## config.mk

```make
export PLATFORM = sky130hd
export DESIGN_NAME = bus_arbiter
export DESIGN_NICKNAME = d
export VERILOG_FILES = /design/src/rtl/bus_arbiter_pkg.sv /design/src/rtl/bus_arbiter_rr_pick.sv /design/src/rtl/bus_arbiter.sv
export SDC_FILE = /design/constraint.sdc
export NUM_CORES = 1
export LEC_CHECK = 0
export CORE_ASPECT_RATIO = 0.9
export CORE_MARGIN = 3
export CORE_UTILIZATION = 47
export DETAILED_ROUTE_END_ITERATION = 10
export PLACE_DENSITY = 0.74
export SYNTH_ARGS = -nofsm -noshare
export SYNTH_HDL_FRONTEND = slang
export SYNTH_SLANG_ARGS = --single-unit
```

## constraint.sdc

```tcl
create_clock -name clk -period 1.7 [get_ports clk]
set_input_delay 0.34 -clock clk [delete_from_list [all_inputs] [get_ports clk]]
set_output_delay 0.34 -clock clk [all_outputs]
set_load 0.005 [all_outputs]
```

## src/rtl/bus_arbiter_pkg.sv

```systemverilog
// Shared types and constants for the system bus arbiter.
// Grant and strobe signals are active low, hence the ENABLE_/DISABLE_ levels.
package bus_arbiter_pkg;

  localparam int unsigned TENURE_W = 8;

  localparam logic ENABLE_  = 1'b0;
  localparam logic DISABLE_ = 1'b1;

  // Conventional master slots on the system bus
  localparam int unsigned MST_IF  = 0;
  localparam int unsigned MST_MEM = 1;
  localparam int unsigned MST_DMA = 2;

  typedef enum logic {
    ST_IDLE  = 1'b0,
    ST_GRANT = 1'b1
  } state_e;

endpackage

```

## src/rtl/bus_arbiter_rr_pick.sv

```systemverilog
// Rotating priority encoder: first set bit of req_c strictly after ptr, wrapping.
module bus_arbiter_rr_pick #(
  parameter int unsigned N = 4,
  parameter int unsigned W = 2
) (
  input  logic [N-1:0] req,
  input  logic [W-1:0] ptr,
  output logic         valid_c,
  output logic [W-1:0] idx_c
);

  always_comb begin
    valid_c = 1'b0;
    idx_c   = '0;
    for (int unsigned i = 1; i <= N; i++) begin
      if (!valid_c && req[W'((32'(ptr) + i) % N)]) begin
        valid_c = 1'b1;
        idx_c   = W'((32'(ptr) + i) % N);
      end
    end
  end

endmodule

```

## src/rtl/bus_arbiter.sv

```systemverilog
// Round-robin system bus arbiter with active-low grants and an optional
// tenure limit that rotates ownership only between transactions.
module bus_arbiter
  import bus_arbiter_pkg::*;
#(
  parameter int unsigned NUM_MASTERS = 4,
  parameter int unsigned OWNER_W     = 2,
  parameter int unsigned MAX_TENURE  = 8
) (
  input  logic                   clk,
  input  logic                   reset,
  input  logic [NUM_MASTERS-1:0] m_req_,
  input  logic [NUM_MASTERS-1:0] m_as_,
  input  logic                   bus_rdy_,
  output logic [NUM_MASTERS-1:0] m_grnt_,
  output logic [OWNER_W-1:0]     owner,
  output logic                   bus_busy
);

  state_e                 state_q, state_d;
  logic [OWNER_W-1:0]     ptr_q, ptr_d;
  logic [OWNER_W-1:0]     owner_d;
  logic [NUM_MASTERS-1:0] grnt_d;
  logic                   busy_d;
  logic                   inflight_q, inflight_d;
  logic [TENURE_W-1:0]    tenure_q, tenure_d;

  logic [NUM_MASTERS-1:0] pick_req;
  logic                   pick_valid;
  logic [OWNER_W-1:0]     pick_idx;

  logic own_req, own_as, rdy, lock, release_own, preempt, grant_new;

  // The current owner never competes in its own hand-over search
  always_comb begin
    pick_req = ~m_req_;
    if (state_q == ST_GRANT) pick_req[owner] = 1'b0;
  end

  bus_arbiter_rr_pick #(
    .N (NUM_MASTERS),
    .W (OWNER_W)
  ) u_pick (
    .req     (pick_req),
    .ptr     (ptr_q),
    .valid_c (pick_valid),
    .idx_c   (pick_idx)
  );

  assign own_req = ~m_req_[owner];
  assign own_as  = ~m_as_[owner];
  assign rdy     = ~bus_rdy_;
  // A transaction being started or in flight pins the current owner
  assign lock    = inflight_q | own_as;

  // Next-state and next-output logic
  always_comb begin
    state_d     = state_q;
    ptr_d       = ptr_q;
    owner_d     = owner;
    grnt_d      = m_grnt_;
    busy_d      = bus_busy;
    inflight_d  = inflight_q;
    tenure_d    = tenure_q;
    release_own = 1'b0;
    preempt     = 1'b0;
    grant_new   = 1'b0;

    case (state_q)
      ST_IDLE: begin
        if (pick_valid) grant_new = 1'b1;
      end
      ST_GRANT: begin
        if (rdy)         inflight_d = 1'b0;
        else if (own_as) inflight_d = 1'b1;

        if (rdy && (tenure_q != TENURE_W'(MAX_TENURE))) tenure_d = tenure_q + TENURE_W'(1);

        release_own = !own_req && !lock;
        preempt     = (MAX_TENURE != 0) && (tenure_q == TENURE_W'(MAX_TENURE))
                      && pick_valid && !lock;

        if (release_own || preempt) begin
          if (pick_valid) begin
            grant_new = 1'b1;
          end else begin
            state_d  = ST_IDLE;
            grnt_d   = {NUM_MASTERS{DISABLE_}};
            busy_d   = 1'b0;
            tenure_d = '0;
          end
        end
      end
      default: state_d = ST_IDLE;
    endcase

    if (grant_new) begin
      state_d          = ST_GRANT;
      owner_d          = pick_idx;
      ptr_d            = pick_idx;
      grnt_d           = {NUM_MASTERS{DISABLE_}};
      grnt_d[pick_idx] = ENABLE_;
      busy_d           = 1'b1;
      tenure_d         = '0;
      inflight_d       = 1'b0;
    end
  end

  // State and registered outputs
  always_ff @(posedge clk) begin
    if (reset) begin
      state_q    <= ST_IDLE;
      ptr_q      <= OWNER_W'(NUM_MASTERS - 1);
      owner      <= '0;
      m_grnt_    <= {NUM_MASTERS{DISABLE_}};
      bus_busy   <= 1'b0;
      inflight_q <= 1'b0;
      tenure_q   <= '0;
    end else begin
      state_q    <= state_d;
      ptr_q      <= ptr_d;
      owner      <= owner_d;
      m_grnt_    <= grnt_d;
      bus_busy   <= busy_d;
      inflight_q <= inflight_d;
      tenure_q   <= tenure_d;
    end
  end

endmodule

```

==> run summary <==
Status - finished, violations left
Violated checks - negative setup slack
CP max FO - 6
Largest net degree at the start of global routing - 11
Slowest stage cell, crit path - dfxtp_4
Number of global-route vias before repair - 1,126
Initial DRC count - 41
Post-synthesis sequential area ratio - 0.333
Logic gate share of total power - 0.649
Final WS setup - -277 ps
Worst hold-check path type - reg -> reg
Global-route wire length before repair - 5.16 mm
Cell count along the critical path - 7
Post-route DRC - 0
Initial antenna violation count - 0
Clk_lat worst skew - 290 ps
Register area - 392 um^2
Final period util - 1.16
Vias post-DR - 1,156
PD cells - 1390 nW/um^2
Routability cong. - 0.818
Post-CTS Hold Fix Bufs - 0
Path depth of the worst reg2reg path - 7
Gr ovfl total - 0
Switching Fraction - 0.393
CP required - 1890 ps
Post-layout min period - 1980 ps
Worst rel slew slack - 0.754
Routed wire per std cell - 16.9 um
Pint - 0.00157 W
Mapped cell area - 1140 um^2
CTS Buffer Depth - 2
Worst path top cell family by delay - compound AO/OA/AOI/OAI gates
WL final - 3.47 mm
I/O pins - 18
Area occupied by multi-input gates - 941 um^2
Ys Warns - 0
Fill count - 128
Clock network fraction of total power - 0.087
Hold Path Stages - 2
Clk slew on worst S/H paths - 100 ps
EDFF count, synth - 0
CP endpoint kind - flop
Die width - 58.0 um
Die area - 3060 um^2
Crit path DAT - 2170 ps
Bufs and invs on worst path - 1
Synth Instances - 126
Syn nets - 139
Slowest stage delay, CP - 400 ps
H-tree levels - 1
Final max-slew violation count - 0
Synthesized flop and latch total - 19
Clock tree root buffer cell - clkbuf_4
TritonCTS clock tree - yes
Leakage power - 0.768 nW
Total GRT Usage - 0.221
Cts bufs inserted - 3
F_max - 506 MHz
WS Path Type - reg -> reg
Layout net count - 192
Worst-Margin Slew - 367 ps
Initial Utilization - 0.509
WHS - 469 ps
Count of final setup violators - 16
Worst path cell trace - xnor2_4 -> buf_6 -> a221oi_4 -> a21oi_2 -> o31ai_4 -> nand4b_1 -> a22o_1
Die Ht - 52.8 um
Final Hold Vio Count - 0
RSZ-0062 raised after global routing - true
Setup Skew - 1.41 ps
Pre-CTS setup slack - -598 ps
Max IR drop VDD - 0.00132 V
Fraction of layout cells with a size suffix above 1 - 0.444
Switch Pwr - 0.00101 W
# rows - 16
Via density - 5.64
Clk sink count - 19
Part of the power in registers - 0.265
Core region area - 2240 um^2
Unique masters post-synth - 47
Area Growth Syn to Fin - 62.9%
First-pass detailed-route iteration total - 6
Synth async-reset ratio - 0
Detailed placer's ending HPWL - 2.19 mm
Quantity of I/O buffers inserted on ports - 17
CP startpoint kind - flop
Max-cap viol count - 0
Avg Cell Area, Syn - 9.07 um^2
Post-DRT Antenna Nets - 0
Antenna diode count - 0
Top FF cell, synth - dfxtp_1
## worst reg2reg max path: stages, from the launching register on
cell and delay, ps:
dfxtp_4 400, xnor2_4 190, buf_6 140, a221oi_4 350, a21oi_2 120, o31ai_4 320, nand4b_1 150, a22o_1 200
## stage by stage
stage	power (W)	TNS, ps	cells	area [um^2]	utilization
CTS	0.00232	-2530	201	1750	0.778
global route	0.00273	-4370	205	1860	0.830
detailed placement	0.00180	-9490	194	1550	0.693
finish	0.00258	-2920	205	1860	0.830
floorplan	0.00134	-129	126	1170	-
global placement	0.00177	-8200	194	1550	0.693
## sequential cells by signal (all words and copies together), names as in the netlist
signal,flops
ptr_q,2
inflight_q,1
tenure_q,8
state_q,1
owner,2
bus_busy,1
m_grnt_,4
## synth_stat cells, drive strengths merged, types with 2 or more instances
cell type   n  area (um^2)
dfxtp      19          380
nor2       14         52.6
a21oi       8         40.0
nand2       7         26.3
o21ai       7         35.0
inv         6         22.5
xor2        6         52.6
nor2b       5         31.3
nand2b      4         27.5
nand3       4         20.0
and2b       3         22.5
and3        3         18.8
nand4       3         25.0
a211oi      2         20.0
a21o        2         15.0
and4        2         18.8
buf         2         12.5
ha          2         25.0
mux2i       2         20.0
mux4        2         45.0
o22ai       2         12.5
o31ai       2         42.5
xnor2       2         25.0
## logic make-up after synthesis
kind of cell             share of synthesized area
adder cells (fa/ha/maj)                     0.0219
AO/OA/AOI/OAI                                0.220
XOR/XNOR                                    0.0679
multiplexers                                0.0668
AND/OR/NAND/NOR                              0.260
buffers and inverters                       0.0307
flip-flops                                   0.333
## metal layers
layer,wire length (um),vias up,global-route usage
met3,141,0,0.0591
met4,0,0,0.0232
met5,0,-,0
li1,-,565,-
met2,1740,26,0.368
met1,1580,565,0.296
## placed cells by master (no fill, tap or decap), types with 2 or more instances in the layout
cell and n:
a21oi_1 4, a21oi_2 4, and2b_1 2, and3_1 2
buf_4 25, buf_6 8, clkbuf_4 3, clkdlybuf4s50_1 12
dfxtp_1 16, dfxtp_4 3, dlygate4sd2_1 4, ha_1 2
inv_1 5, mux2i_4 2, mux4_2 2, nand2_1 7
nand2b_1 3, nand3_1 4, nand4_1 2, nor2_1 8
nor2_2 3, nor2_4 3, nor2b_1 3, o21ai_1 3
o21ai_2 2, o31ai_4 2, xor2_1 6
## repair_timing
action,in CTS,in global routing
endpoints found under the setup margin,18,19
gates resized for setup,34,24
buffers inserted,3,5
pin swaps,12,21
## layout make-up
class,count,area share
Tap cell,27,0.0182
Clock buffer,4,0.0141
Timing Repair Buffer,50,0.239
Inverter,6,0.0121
Sequential cell,19,0.210
Multi-Input combinational cell,99,0.506
## power groups by stage
stage          clock [W]  sequential (W)  combinational, W
4_1_cts         0.000231        0.000673           0.00142
3_3_place_gp           0        0.000652           0.00112
6_report        0.000224        0.000682           0.00167
2_1_floorplan          0        0.000646          0.000696
5_1_grt         0.000255        0.000703           0.00177
3_5_place_dp           0        0.000655           0.00115
## worst paths after layout
path | from | end | slack [ps]
worst min register to register | m_grnt_[2] | m_grnt_[2] | 470
worst max-delay path | ptr_q[0] | m_grnt_[1] | -280
worst max register to register | ptr_q[0] | m_grnt_[1] | -280
worst min-delay path | m_grnt_[2] | m_grnt_[2] | 470
Note: power is estimated with default switching activity, not from simulation.
